--- src/rtl/branch_resolve_queue.sv ---
// In-order queue of predicted branches between GShare lookup and GShare update.
// Pops on resolve, emits a registered update strobe and flushes younger entries on mispredict.
module branch_resolve_queue #(
  parameter int unsigned DEPTH = 4,
  parameter int unsigned PC_W  = 32
) (
  input  logic                   clk,
  input  logic                   reset,
  input  logic                   predictValid,
  input  logic [PC_W-1:0]        predictPc,
  input  logic                   prediction,
  output logic                   full,
  output logic                   empty,
  output logic [$clog2(DEPTH):0] count,
  input  logic                   resolveValid,
  input  logic                   resolveTaken,
  output logic                   update,
  output logic [PC_W-1:0]        updatePc,
  output logic                   reality,
  output logic                   mispredict
);

  localparam int unsigned PTR_W = $clog2(DEPTH);
  localparam int unsigned CNT_W = PTR_W + 1;

  logic [PTR_W-1:0] head_q, head_d;
  logic [PTR_W-1:0] tail_q, tail_d;
  logic [CNT_W-1:0] count_q, count_d;
  logic             update_q, update_d;
  logic [PC_W-1:0]  update_pc_q, update_pc_d;
  logic             reality_q, reality_d;
  logic             mispredict_q, mispredict_d;

  logic [PC_W-1:0]  pc_mem   [DEPTH];
  logic             pred_mem [DEPTH];

  logic push_ok;
  logic pop_ok;
  logic flush;
  logic wr_en;

  // Fullness/emptiness are judged on the count at the start of the cycle.
  always_comb begin
    push_ok      = predictValid && (count_q != CNT_W'(DEPTH));
    pop_ok       = resolveValid && (count_q != '0);
    flush        = pop_ok && (resolveTaken != pred_mem[head_q]);
    wr_en        = push_ok && !flush;

    head_d       = head_q;
    tail_d       = tail_q;
    count_d      = count_q;
    update_d     = pop_ok;
    mispredict_d = flush;
    update_pc_d  = update_pc_q;
    reality_d    = reality_q;

    if (pop_ok) begin
      head_d      = head_q + PTR_W'(1);
      update_pc_d = pc_mem[head_q];
      reality_d   = resolveTaken;
    end

    // A mispredict discards every younger entry, including a same-cycle push.
    if (flush) begin
      tail_d  = head_q + PTR_W'(1);
      count_d = '0;
    end else begin
      if (push_ok) begin
        tail_d = tail_q + PTR_W'(1);
      end
      count_d = count_q + CNT_W'(push_ok) - CNT_W'(pop_ok);
    end
  end

  always_ff @(posedge clk) begin
    if (reset) begin
      head_q       <= '0;
      tail_q       <= '0;
      count_q      <= '0;
      update_q     <= 1'b0;
      update_pc_q  <= '0;
      reality_q    <= 1'b0;
      mispredict_q <= 1'b0;
    end else begin
      head_q       <= head_d;
      tail_q       <= tail_d;
      count_q      <= count_d;
      update_q     <= update_d;
      update_pc_q  <= update_pc_d;
      reality_q    <= reality_d;
      mispredict_q <= mispredict_d;
    end
  end

  // Entry storage carries no reset; validity is tracked by the pointers alone.
  always_ff @(posedge clk) begin
    if (wr_en) begin
      pc_mem[tail_q]   <= predictPc;
      pred_mem[tail_q] <= prediction;
    end
  end

  assign full       = (count_q == CNT_W'(DEPTH));
  assign empty      = (count_q == '0);
  assign count      = count_q;
  assign update     = update_q;
  assign updatePc   = update_pc_q;
  assign reality    = reality_q;
  assign mispredict = mispredict_q;

endmodule

--- config.mk ---
export PLATFORM = sky130hd
export DESIGN_NAME = branch_resolve_queue
export DESIGN_NICKNAME = d
export VERILOG_FILES = /design/src/rtl/branch_resolve_queue.sv
export SDC_FILE = /design/constraint.sdc
export NUM_CORES = 1
export LEC_CHECK = 0
export ABC_CLOCK_PERIOD_IN_PS = 5600
export BUFFER_PORTS_ARGS = -buffer_cell sky130_fd_sc_hd__buf_2
export CAP_MARGIN = 20
export CORE_AREA = 2 2 105 107
export DETAILED_ROUTE_END_ITERATION = 10
export DIE_AREA = 0 0 107 109
export GPL_ROUTABILITY_DRIVEN = 0
export HOLD_SLACK_MARGIN = 0.12
export PLACE_DENSITY = 0.83
export RECOVER_POWER = 25
export SLEW_MARGIN = 20
export SYNTH_ARGS = -nofsm -noshare
export SYNTH_HDL_FRONTEND = slang
export SYNTH_SLANG_ARGS = --single-unit
--- constraint.sdc ---
create_clock -name clk -period 5.6 [get_ports clk]
set_clock_uncertainty 0.2 [all_clocks]
set_input_delay 0.28 -clock clk [delete_from_list [all_inputs] [get_ports clk]]
set_output_delay 0.28 -clock clk [all_outputs]
set_load 0.01 [all_outputs]
# --- After elaboration in Yosys (flattened, before gate mapping) ---
# Memories as Yosys holds them, arrays and structs flattened. A register that Yosys moved wholly into a read port is not among the register bits.
# Cells that the tools add are included.
word_totals:
  reg_bits: 10
  latch_bits: 0
  ram_bits: 132
  mem_bits_ro: 0
  in_bits: 38
  out_inout_bits: 40
  wordCells: 30
  memories: 2
classes:
  addsub: 4
  n_mul: 0
  div: 0
  order_cmp: 0
  n_eq_ne: 3
  n_shift: 0
  n_mux: 6
  n_bitwise: 0
  reduce_logical: 9
memory_table:
  columns: ["memory", "depth", "width", "read_ports", "rd_clocked_by_memory_dff", "write_ports", "line_no", "rtl"]
  rows:
  - ["pc_mem", 4, 32, 1, 1, 1, "34", "logic [PC_W-1:0] pc_mem [DEPTH];"]
  - ["pred_mem", 4, 1, 1, 1, 1, "35", "logic pred_mem [DEPTH];"]
ops:
  columns: ["operator", "count"]
  rows:
  - ["two-way mux 2 bit", 4]
  - ["adder 2 x 1 -> 2 bit (second input constant)", 2]
  - ["logical AND 1 bit", 4]
  - ["adder 3 x 1 -> 3 bit", 1]
  - ["equality test 3 bit (second input constant)", 1]
  - ["zero test 3 bit", 1]
  - ["inequality test 3 bit (second input constant)", 1]
  - ["nonzero test 3 bit", 1]
  - ["subtractor 3 x 1 -> 3 bit", 1]
  - ["two-way mux 1 bit", 2]
  - ["nonzero test 2 bit", 1]
  - ["OR reduction 2 bit", 1]
  - ["zero test 1 bit", 1]
  - ["inequality test 1 bit", 1]

# --- Longest topological paths before layout ---
# Gate-level depths: netlist of the first run.
depth:
  depth_word: 7
  mapped_depth: 13
  depth_no_buf: 11

# --- Worst setup path after synthesis of the first run ---
# OpenSTA, ideal clock, no wires.
synth_timing:
  path_kind: "register to register"
  from: "reg count_q[1] (netlist: count[1])"
  to: "reg count_q[2] (netlist: count[2])"
  setup_ns: 0.078
  t_arrival_ns: 2.414
  required_ns: 5.322
  setup_slack_ns: 2.909
  path_stages_with_launch: 14
  n_path_buf: 2
  period_less_slack_ns: 2.691
  cell_sequence: "dfxtp_1 > nor3_2 > nand2b_1 > buf_4 > inv_4 > buf_2 > ha_1 > inv_1 > ha_1 > inv_1 > fa_1 > xor2_1 > xnor2_1 > nor3_1"
synth_via:
  elab_chain_cells: 4
  word_cells_on_any_way: 8
  cone_classes: "2 x add/sub; 1 x eq/ne; 5 x reduce/logical"
synth_rtl:
  columns: ["item", "line_no", "rtl"]
  rows:
  - ["from (decl)", "28", "logic [CNT_W-1:0] count_q, count_d;"]
  - ["from (signal assigned)", "87", "count_q <= count_d;"]
  - ["nonzero test 3 bit (*)", "45", "pop_ok = resolveValid && (count_q != '0);"]
  - ["logical AND 1 bit (*)", "45", null]
  - ["net pop_ok", "38", "logic pop_ok;"]
  - ["branches (longest 2 deep; another with subtractor 3 x 1 -> 3 bit)", null, null]
# Mark *: on every way through the listed nets, which the timed path passes.
# A chain may end at the register's enable or synchronous reset.

# --- Worst setup path in the final report of the first run ---
layout_timing:
  from: "reg count_q[1] (netlist: count[1])"
  to: "reg count_q[2] (netlist: count[2])"
layout_via:
  elab_chain_cells: 4
  word_cells_on_any_way: 8
  cone_classes: "2 x add/sub; 1 x eq/ne; 5 x reduce/logical"
layout_rtl:
  columns: ["item", "line_no"]
  rows:
  - ["inequality test 3 bit / nonzero test 3 bit (equally long branches)", "44, 45"]
  - ["logical AND 1 bit (on tied branches)", "44, 45"]
  - ["adder 3 x 1 -> 3 bit / logical AND 1 bit (equally long branches)", "71, 46"]
  - ["subtractor 3 x 1 -> 3 bit / OR reduction 2 bit (equally long branches)", null]
# Several ways; a longest one is shown, not always the timed one.

==> reports/results.md, run 1 <==
| Result | Value | Unit |
| --- | --- | --- |
| IR Drop Worst-Case VDD | 0.000283 | V |
| Async SR Flop Fraction | 0 | % |
| Net count of the mapped netlist | 418 | - |
| Number of clock sinks | 176 | - |
| Worst max-slew margin expressed relative to the limit | 40.4 | % |
| Worst Path Class, Setup | flop to flop | - |
| Number of post-CTS setup repair buffers | 0 | - |
| Most area-hungry cell type in the Yosys netlist | sky130_fd_sc_hd__edfxtp_1 | - |
| Worst Hold Path EP | updatePc[19] | - |
| Cell types with the largest area share after synthesis | sky130_fd_sc_hd__edfxtp_1 (62%), sky130_fd_sc_hd__dfxtp_1 (14%), sky130_fd_sc_hd__mux4_2 (12%), sky130_fd_sc_hd__nand2_1 (3.9%), sky130_fd_sc_hd__a21oi_1 (2.6%) | - |
| Hold crit path type | input pin to flop | - |
| CP Cell Sequence | nor3_2 > nand2b_2 > inv_4 > ha_1 > inv_1 > ha_1 > inv_1 > fa_1 > xor2_1 > xnor2_1 > nor3_1 | - |
| Highest Clock Rate | 360 | MHz |
| Cell with the most instances after synthesis | sky130_fd_sc_hd__edfxtp_1 | - |
| Die boundary height | 109 | um |
| Largest net degree at the start of global routing | 44 | - |
| Slowest stage cell, crit path | sky130_fd_sc_hd__dfxtp_1 | - |
| Data arrival time of the critical path | 3020 | ps |
| Total of max-cap violations | 0 | - |
| Ratio of total power to cell area | 485 | nW/um^2 |
| Post-DR wirelength/cell | 18.6 | um |
| Die Footprint | 11700 | um^2 |
| # IOs | 78 | - |
| Fraction of final layout cells sized beyond drive strength 1 | 26.0 | % |
| Clock transition time at the flip-flop clock pins of the worst setup and hold paths | 70 | ps |
| Leakage power summed over all cells | 0.00275 | uW |
| Worst reg2reg startpoint | count[1] | - |
| Setup Viol. Count Final | 0 | - |
| Cell type group with the largest total delay on the critical path | adder cells | - |
| Count of flip-flops with a built-in enable after synthesis | 132 | - |
| Most frequent cells after synthesis | sky130_fd_sc_hd__edfxtp_1 (132), sky130_fd_sc_hd__nand2_1 (67), sky130_fd_sc_hd__dfxtp_1 (44), sky130_fd_sc_hd__a21oi_1 (33), sky130_fd_sc_hd__mux4_2 (33) | - |
| Register area share after synthesis | 75.2 | % |
| Min-Delay Path Depth | 5 | - |
| Vias in the first global route | 3729 | - |
| RSZ-0062 raised after global routing | false | - |
| Synth Cell Area | 6440 | um^2 |
| R2r endpoint | count[2] | - |
| Residual DRC count | 0 | - |
| Endpoints failing hold | 0 | - |
| PnR Total Power | 3790 | uW |
| Final critical-path share of the clock period | 49.7 | % |
| Wire length reported by the detailed router | 11.9 | mm |
| GR Overflow Total | 0 | - |
| Minimum period implied by the final worst setup slack | 2780 | ps |
| Unique cell type count in the Yosys netlist | 26 | - |
| Portion of synthesized cell area occupied by the leading cell type | 61.5 | % |
| Main synth FF type | sky130_fd_sc_hd__edfxtp_1 | - |
| Origin of the worst min-delay path | resolveValid | - |
| Number of buffers on the longest clock path | 2 | - |
| Root buffer cell | sky130_fd_sc_hd__clkbuf_8 | - |
| Initial Utilization | 60.8 | % |
| Largest stage delay, worst path | 470 | ps |
| Residual antenna-violating net count after detailed routing | 0 | - |
| Kind of launch point of the worst setup path | flop | - |
| Bufs and invs on worst path | 3 | - |
| Detailed-routing iteration count for the pre-antenna-repair pass | 4 | - |
| Final TNS setup | 0 | ps |
| Count of routing violations after the opening detailed-route iteration | 163 | - |
| Critical-path maximum fanout | 37 | - |
| Nets | 529 | - |
| Via-to-Cell Ratio | 5.48 | - |
| Placeable core area | 10600 | um^2 |
| Yosys warning count | 0 | - |
| Synthesized flop and latch total | 176 | - |
| Clock latency of the later-clocked register in the worst-skew pair | 530 | ps |
| Final Max Slew Viols | 0 | - |
| Final core occ | 73.6 | % |
| Sum of net half-perimeters after detailed placement | 6.52 | mm |
| Avg Inst Size Synth | 17.3 | um^2 |
| Actual transition at the worst max-transition pin | 894 | ps |
| Worst setup startpoint | count[1] | - |
| Cells on worst reg2reg path | 11 | - |
| Status | finished, final reports clean | - |
| Endpoint type of the worst setup path | flop | - |
| Crit path required time | 5840 | ps |
| Antenna Diode Count | 0 | - |
| Global-route usage over all layers | 22.5 | % |
| Antenna violations before repair | 0 | - |
| Setup slack on the worst flop-to-flop path | 2820 | ps |
| Port-buffer cells | 77 | - |
| Horizontal die dimension | 107 | um |
| Number of vias after detailed routing | 3488 | - |
| Placement Rows | 38 | - |
| Signed area change from the synthesized netlist to the final layout | 21.0 | % |
| Synthesized netlist cell count | 373 | - |
| TritonCTS clock tree | done | - |
| TritonCTS Buffers | 17 | - |
| Wire length of the first global-routing pass | 18.9 | mm |
| H-Tree Level Count | 4 | - |
==> per-stage QoR <==
stage | setup slack, ps | area [um^2] | cells | hold WS, ps
floorplan | 2910 | 6440 | 373 | 179
global placement | 2960 | 6920 | 571 | 238
detailed placement | 2820 | 6920 | 571 | 245
CTS | 2780 | 7830 | 637 | 130
global route | 2700 | 7800 | 637 | 148
finish | 2820 | 7800 | 637 | 144
==> layer usage <==
metal / track usage, % / part of all wire (%) / wire length, um / vias to the layer above
li1: - / - / - / 1617
met1: 26.3 / 40 / 4730 / 1757
met5: 0 / 0 / 0 / -
met4: 7.05 / 1.2 / 142 / 0
met3: 6.34 / 4.7 / 562 / 14
met2: 40.6 / 54 / 6440 / 100
==> worst max-delay path by stage <==
stage	slack, ps	end	depth (start not counted)
final	2820	count[2]	11
after CTS	2780	count[2]	11
after detailed placement	2820	count[2]	11
after global routing	2700	count[2]	11
after floorplan	2910	count[2]	13
after global placement	2960	count[2]	11
==> placed cells by master (no fill, tap or decap), drive strengths merged <==
| cell | n |
|---|---|
| bufinv | 3 |
| clkbuf | 41 |
| and3 | 4 |
| nor3b | 2 |
| nor2b | 1 |
| mux4 | 33 |
| mux2i | 1 |
| a21oi | 33 |
| nor3 | 4 |
| buf | 56 |
| a211oi | 2 |
| clkinvlp | 1 |
| xnor2 | 4 |
| nor2 | 7 |
| nand2b | 2 |
| inv | 6 |
| dfxtp | 44 |
| clkinv | 10 |
| nand2 | 67 |
| fa | 1 |
| dlygate4sd3 | 34 |
| ha | 6 |
| xor2 | 3 |
| edfxtp | 132 |
==> layout make-up <==
| cell class | count | area [um^2] |
|---|---|---|
| sequential | 176 | 4850 |
| fill | 649 | 2800 |
| multi-input combinational | 170 | 1470 |
| timing repair buffer | 113 | 712 |
| clock buffer | 18 | 418 |
| tap | 140 | 175 |
| clock inverter | 14 | 149 |
| inverter | 6 | 25.0 |
==> repair_timing <==
item / 4_1_cts / 5_1_grt
endpoints found under the setup margin: 0 / 0
hold buffers: 34 / 0
gates resized for setup: 0 / 0
endpoints found under the hold margin: 137 / 0
==> sequential cells by signal (all words and copies together), names as in the netlist, named ones only <==
| name | cells |
|---|---|
| reality | 1 |
| pc_mem | 128 |
| head_q | 2 |
| update | 1 |
| updatePc | 32 |
| tail_q | 2 |
| pred_mem | 4 |
| count | 3 |
| mispredict | 1 |
==> power breakdown <==
group          switching, uW  total (uW)  internal, uW
sequential               139        1840          1700
clock                    458        1130           671
combinational            435         822           387
==> cell families (layout without fill, tap and decap cells) <==
family	count (synthesis)	after routing	share of synthesized area, %
simple gates	87	87	5.73
xor+xnor	7	7	1.07
compound gates	35	35	2.80
mux	34	34	11.7
buf+inv	27	151	2.08
flops	176	176	75.2
fa+ha+maj	7	7	1.48
==> worst min-delay path, delay by kind of cell <==
| family | cells | cell delay, ps |
|---|---|---|
| buffers and inverters | 2 | 290 |
| and+or+nand+nor | 2 | 210 |
| AOI/OAI and AO/OA | 1 | 50 |
(Power assumes the default switching activity.)
==> run 2, diff against run 1 <==
--- a/config.mk
+++ b/config.mk
@@ -5,15 +5,15 @@
 export SDC_FILE = /design/constraint.sdc
 export NUM_CORES = 1
 export LEC_CHECK = 0
-export ABC_CLOCK_PERIOD_IN_PS = 5600
+export ABC_CLOCK_PERIOD_IN_PS = 2600
 export BUFFER_PORTS_ARGS = -buffer_cell sky130_fd_sc_hd__buf_2
 export CAP_MARGIN = 20
-export CORE_AREA = 2 2 105 107
+export CORE_AREA = 2 2 110 112
 export DETAILED_ROUTE_END_ITERATION = 10
-export DIE_AREA = 0 0 107 109
+export DIE_AREA = 0 0 112 114
 export GPL_ROUTABILITY_DRIVEN = 0
 export HOLD_SLACK_MARGIN = 0.12
-export PLACE_DENSITY = 0.83
+export PLACE_DENSITY = 0.77
 export RECOVER_POWER = 25
 export SLEW_MARGIN = 20
 export SYNTH_ARGS = -nofsm -noshare
==> constraint.sdc (replaced) <==
create_clock -name clk -period 2.6 [get_ports clk]
set_clock_uncertainty 0.2 [all_clocks]
set_input_delay 0.13 -clock clk [delete_from_list [all_inputs] [get_ports clk]]
set_output_delay 0.13 -clock clk [all_outputs]
set_load 0.01 [all_outputs]
==> run 2 against run 1 <==
Effect of this change: non-clock buffer count increased by 14; sequential cell count stayed put; worst setup slack worse by 2600 ps; combinational power is 140% higher; highest routed layer unchanged; cell area grew 2.7%; critical endpoint unchanged; hold slack lost 10 ps; largest cell class unchanged; clock power grew 130%; first-iteration DRC count increased by 27%.
==> reports/results.md, run 2 (same netlist as run 1, synthesis figures left out) <==
| Result | Value | Unit |
| --- | --- | --- |
| # placed instances | 590 | - |
| Critical-path maximum fanout | 4 | - |
| Number of post-CTS setup repair buffers | 0 | - |
| Setup Viol. Count Final | 0 | - |
| Highest Clock Rate | 413 | MHz |
| Sum of routed wire segments on met1 | 4.90 | mm |
| Wire length of the first global-routing pass | 19.3 | mm |
| Layout fillers | 795 | - |
| Area of all sequential standard cells | 4850 | um^2 |
| IR Drop Worst-Case VDD | 0.000611 | V |
| Largest stage delay, worst path | 380 | ps |
| Sum of met3 wire segment lengths after detailed routing | 667 | um |
| Residual DRC count | 0 | - |
| Die Footprint | 12800 | um^2 |
| Number of clock sinks | 176 | - |
| Final critical-path share of the clock period | 93.2 | % |
| Slowest stage cell, crit path | sky130_fd_sc_hd__fa_1 | - |
| H-Tree Level Count | 4 | - |
| Sum of net half-perimeters after detailed placement | 7.27 | mm |
| Post-Layout Inst Area | 8010 | um^2 |
| Signed area change from the synthesized netlist to the final layout | 24.3 | % |
| CP Cell Sequence | nor3_2 > nand2b_2 > inv_4 > ha_1 > inv_1 > ha_1 > inv_1 > fa_1 > xor2_1 > xnor2_1 > nor3_1 | - |
| Die boundary height | 114 | um |
| Kind of launch point of the worst setup path | flop | - |
| Final TNS setup | 0 | ps |
| Status | finished, final reports clean | - |
| Fraction of final layout cells sized beyond drive strength 1 | 28.0 | % |
| Actual transition at the worst max-transition pin | 853 | ps |
| Final Max Slew Viols | 0 | - |
| Largest register FFs | 128 | - |
| Number of buffers on the longest clock path | 2 | - |
| TritonCTS Buffers | 17 | - |
| Placement Rows | 40 | - |
| RSZ-0062 raised after global routing | false | - |
| Number of standard cells in the layout, taps in and fillers out | 658 | - |
| Ratio of total power to cell area | 1050 | nW/um^2 |
| # IOs | 78 | - |
| Data arrival time of the critical path | 2500 | ps |
| Detailed-routing iteration count for the pre-antenna-repair pass | 5 | - |
| Initial Utilization | 55.0 | % |
| Root buffer cell | sky130_fd_sc_hd__clkbuf_16 | - |
| Endpoint type of the worst setup path | flop | - |
| Post-DR wirelength/cell | 18.8 | um |
| Largest net degree at the start of global routing | 44 | - |
| Count of routing violations after the opening detailed-route iteration | 207 | - |
| Final core occ | 68.4 | % |
| Hold crit path type | input pin to flop | - |
| Crit path required time | 2680 | ps |
| Endpoints failing hold | 0 | - |
| Instance area at placement | 7070 | um^2 |
| Nets | 543 | - |
| Highest routed metal layer | met4 | - |
| Port-buffer cells | 77 | - |
| Via-to-Cell Ratio | 5.40 | - |
| Register with the most flip-flops | pc_mem | - |
| Multi-input combinational cell area | 1480 | um^2 |
| Global-route usage over all layers | 20.4 | % |
| PnR Total Power | 8390 | uW |
| Clock latency of the later-clocked register in the worst-skew pair | 420 | ps |
| Top library cells by usage in the layout, fill and taps aside | sky130_fd_sc_hd__edfxtp_1 (132), sky130_fd_sc_hd__nand2_1 (67), sky130_fd_sc_hd__buf_2 (53) | - |
| Worst Path Class, Setup | flop to flop | - |
| TritonCTS clock tree | done | - |
| Most common cell after layout, fill and taps aside | sky130_fd_sc_hd__edfxtp_1 | - |
| Placeable core area | 11700 | um^2 |
| Wire length reported by the detailed router | 12.3 | mm |
| Antenna violations before repair | 0 | - |
| Worst max-slew margin expressed relative to the limit | 43.2 | % |
| GR Overflow Total | 0 | - |
| Leakage power summed over all cells | 0.00284 | uW |
| Horizontal die dimension | 112 | um |
| Minimum period implied by the final worst setup slack | 2420 | ps |
| Clock transition time at the flip-flop clock pins of the worst setup and hold paths | 60 | ps |
| DR WL met2 | 6.53 | mm |
| Antenna Diode Count | 0 | - |
| Number of vias after detailed routing | 3556 | - |
| Residual antenna-violating net count after detailed routing | 0 | - |
| Total of max-cap violations | 0 | - |
| Vias in the first global route | 3722 | - |
-- run 2: cell types whose count changed in the layout (fill, tap and decap cells not counted), moves of 2 or more --
cell                            before  now
sky130_fd_sc_hd__buf_4               2   10
sky130_fd_sc_hd__buf_12              0    4
sky130_fd_sc_hd__clkinv_2            7    3
sky130_fd_sc_hd__clkinv_4            1    4
sky130_fd_sc_hd__clkinvlp_4          1    3
sky130_fd_sc_hd__dlygate4sd3_1      34   36
-- run 2: worst paths after layout --
kind,endpoint,cells after the start,slack [ps],from
setup / recovery,count[2],11,180,count[0]
setup reg to reg,count[2],11,180,count[0]
hold / removal,tail_q[0],5,130,predictValid
hold reg to reg,updatePc[18],2,250,updatePc[18]
-- run 2: area by class of cell --
| cell class | count | share of cell area [%] |
|---|---|---|
| clock buffer | 18 | 5.48 |
| inverter | 6 | 0.312 |
| sequential | 176 | 60.5 |
| clock inverter | 14 | 2.08 |
| multi-input combinational | 170 | 18.5 |
| timing repair buffer | 127 | 10.9 |
| tap | 147 | 2.30 |
-- run 2: per-stage QoR --
| stage | setup WS (ps) | hold WS (ps) |
|---|---|---|
| 2_1_floorplan | -51.4 | 28.9 |
| 3_3_place_gp | 318 | 145 |
| 3_5_place_dp | 183 | 155 |
| 4_1_cts | 166 | 123 |
| 5_1_grt | 2.44 | 139 |
| 6_report | 176 | 134 |
-- run 2: metal layers --
layer,vias to the layer above,global-route usage (%)
met3,18,5.26
met4,0,8.46
li1,1648,-
met1,1767,24.2
met5,-,0
met2,123,35.7
-- run 2: power breakdown --
| part | internal, uW | total, uW | switching, uW | leakage [uW] |
|---|---|---|---|---|
| registers | 3640 | 3860 | 215 | 0.00157 |
| logic | 924 | 1980 | 1060 | 0.000982 |
| clock network | 1530 | 2550 | 1020 | 0.000289 |
| total | 6100 | 8390 | 2290 | 0.00284 |
-- run 2: what timing repair did --
item | 4_1_cts | 5_1_grt
endpoints found under the hold margin | 141 | 0
hold buffers | 36 | 0
gates resized for setup | 0 | 1
setup endpoints to repair | 0 | 1
-- run 2: critical path, delay by kind of cell, from the launching register on --
family	cells	cell delay (ps)
buffers and inverters	3	160
DFF	1	350
adders and majority gates	3	810
xor gates and xnor gates	2	320
and+or+nand+nor	3	460
==> run 3, diff against run 2 <==
--- a/config.mk
+++ b/config.mk
@@ -8,12 +8,11 @@
 export ABC_CLOCK_PERIOD_IN_PS = 2600
 export BUFFER_PORTS_ARGS = -buffer_cell sky130_fd_sc_hd__buf_2
 export CAP_MARGIN = 20
-export CORE_AREA = 2 2 110 112
+export CORE_AREA = 5 5 142 144
 export DETAILED_ROUTE_END_ITERATION = 10
-export DIE_AREA = 0 0 112 114
+export DIE_AREA = 0 0 147 149
 export GPL_ROUTABILITY_DRIVEN = 0
 export HOLD_SLACK_MARGIN = 0.12
-export PLACE_DENSITY = 0.77
 export RECOVER_POWER = 25
 export SLEW_MARGIN = 20
 export SYNTH_ARGS = -nofsm -noshare
==> run 3 against run 2 <==
Effect of this change: sequential cell count unchanged; die area up 72%; total power up 2.6%; sequential share of layout area down 1.2 points; largest power group unchanged.
==> reports/results.md, run 3 (same netlist as run 1, synthesis figures left out) <==
| Result | Value | Unit |
| --- | --- | --- |
| TritonCTS Buffers | 17 | - |
| Clock latency of the later-clocked register in the worst-skew pair | 410 | ps |
| Portion of total power attributed to sequential cells | 45.1 | % |
| Die boundary height | 149 | um |
| Number of clock sinks | 176 | - |
| Global-route usage over all layers | 11.9 | % |
| Place WS | 109 | ps |
| Register with the most flip-flops | pc_mem | - |
| Clock transition time at the flip-flop clock pins of the worst setup and hold paths | 60 | ps |
| Endpoint type of the worst setup path | flop | - |
| Top library cells by usage in the layout, fill and taps aside | sky130_fd_sc_hd__edfxtp_1 (132), sky130_fd_sc_hd__nand2_1 (67), sky130_fd_sc_hd__buf_2 (54) | - |
| Critical-path maximum fanout | 4 | - |
| Final Max Slew Viols | 0 | - |
| Via-to-Cell Ratio | 4.63 | - |
| Count of routing violations after the opening detailed-route iteration | 207 | - |
| RSZ-0062 raised after global routing | false | - |
| Leakage power summed over all cells | 0.00286 | uW |
| Wire length of the first global-routing pass | 19.9 | mm |
| Kind of launch point of the worst setup path | flop | - |
| Detailed-routing iteration count for the pre-antenna-repair pass | 4 | - |
| Worst Path Class, Setup | flop to flop | - |
| Data arrival time of the critical path | 2500 | ps |
| Power Internal | 6330 | uW |
| Placement Rows | 50 | - |
| Antenna Diode Count | 0 | - |
| Residual DRC count | 0 | - |
| Highest Clock Rate | 409 | MHz |
| Net Sw Frac | 26.4 | % |
| Setup slack on the worst flop-to-flop path | 160 | ps |
| Total of max-cap violations | 0 | - |
| Gates resized, CTS repair | 0 | - |
| Logic pwr share | 22.9 | % |
| Largest register FFs | 128 | - |
| IR Drop Worst-Case VDD | 0.000414 | V |
| Root buffer cell | sky130_fd_sc_hd__clkbuf_16 | - |
| Number of buffers on the longest clock path | 2 | - |
| Post-Layout Inst Area | 8180 | um^2 |
| Ratio of total power to cell area | 1050 | nW/um^2 |
| Wire length reported by the detailed router | 12.6 | mm |
| Number of standard cells in the layout, taps in and fillers out | 744 | - |
| TritonCTS clock tree | done | - |
| Vias in the first global route | 3614 | - |
| Crit path required time | 2660 | ps |
| Signed area change from the synthesized netlist to the final layout | 26.9 | % |
| Post-DR wirelength/cell | 16.9 | um |
| Switching pwr | 2270 | uW |
| H-Tree Level Count | 4 | - |
| Number of vias after detailed routing | 3441 | - |
| Placeable core area | 18600 | um^2 |
| Status | finished, final reports clean | - |
| Final worst setup slack | 157 | ps |
| Port-buffer cells | 77 | - |
| Fraction of final layout cells sized beyond drive strength 1 | 28.0 | % |
| Actual transition at the worst max-transition pin | 898 | ps |
| Horizontal die dimension | 147 | um |
| Hold crit path type | input pin to flop | - |
| Largest net degree at the start of global routing | 44 | - |
| Final core occ | 44.0 | % |
| Setup Viol. Count Final | 0 | - |
| # placed instances | 677 | - |
| Antenna violations before repair | 0 | - |
| Die Footprint | 21900 | um^2 |
| Most common cell after layout, fill and taps aside | sky130_fd_sc_hd__edfxtp_1 | - |
| GR Overflow Total | 0 | - |
| Sum of net half-perimeters after detailed placement | 8.14 | mm |
| Worst max-slew margin expressed relative to the limit | 40.1 | % |
| Initial Utilization | 34.7 | % |
| Nets | 542 | - |
| # IOs | 78 | - |
| Minimum period implied by the final worst setup slack | 2440 | ps |
| Instance area at placement | 7200 | um^2 |
| Clock share of power | 32.0 | % |
| Final critical-path share of the clock period | 94.0 | % |
| Final TNS setup | 0 | ps |
| Residual antenna-violating net count after detailed routing | 0 | - |
| Number of post-CTS setup repair buffers | 0 | - |
| Endpoints failing hold | 0 | - |
| Hold buffers post-CTS | 35 | - |
run 3: stage by stage:
stage / hold WS (ps) / power (uW)
floorplan: 28.9 / 5200
global placement: 146 / 5890
detailed placement: 153 / 5950
CTS: 125 / 8760
global route: 167 / 9070
finish: 132 / 8610
run 3: worst paths after layout:
check,cells past startpoint,start,to
max,11,count[2],count[2]
min,2,reset,mispredict
max reg2reg,11,count[2],count[2]
min reg2reg,2,updatePc[11],updatePc[11]
run 3: critical path, stage by stage (launching register included):
cell and delay, ps:
sky130_fd_sc_hd__dfxtp_1 400, sky130_fd_sc_hd__nor3b_1 300, sky130_fd_sc_hd__nor2b_1 120, sky130_fd_sc_hd__inv_1 70, sky130_fd_sc_hd__ha_1 220, sky130_fd_sc_hd__inv_1 50
sky130_fd_sc_hd__ha_1 130, sky130_fd_sc_hd__inv_1 50, sky130_fd_sc_hd__fa_1 370, sky130_fd_sc_hd__xor2_1 170, sky130_fd_sc_hd__xnor2_1 140, sky130_fd_sc_hd__nor3_1 60
run 3: metal layers:
metal | GRT usage (%) | wire, um | vias to the layer above
li1 | - | - | 1647
met1 | 15.4 | 5740 | 1717
met2 | 19.3 | 6160 | 67
met3 | 3.10 | 485 | 10
met4 | 4.75 | 167 | 0
met5 | 0 | 0 | -
run 3: area by class of cell:
type | count | area [um^2]
Timing Repair Buffer | 126 | 887
Inverter | 6 | 25.0
Clock inverter | 13 | 209
Sequential cell | 176 | 4850
Fill cell | 1635 | 10400
Clock buffer | 19 | 443
Multi-Input combinational cell | 170 | 1470
Tap cell | 234 | 293
run 3: power groups by stage:
stage                     registers (uW)  logic (uW)  clock network, uW
after floorplan                     3920        1280                  0
after global placement              3920        1960                  0
after detailed placement            3960        1990                  0
after CTS                           3900        2040               2820
after global routing                3940        2180               2940
final                               3880        1970               2760
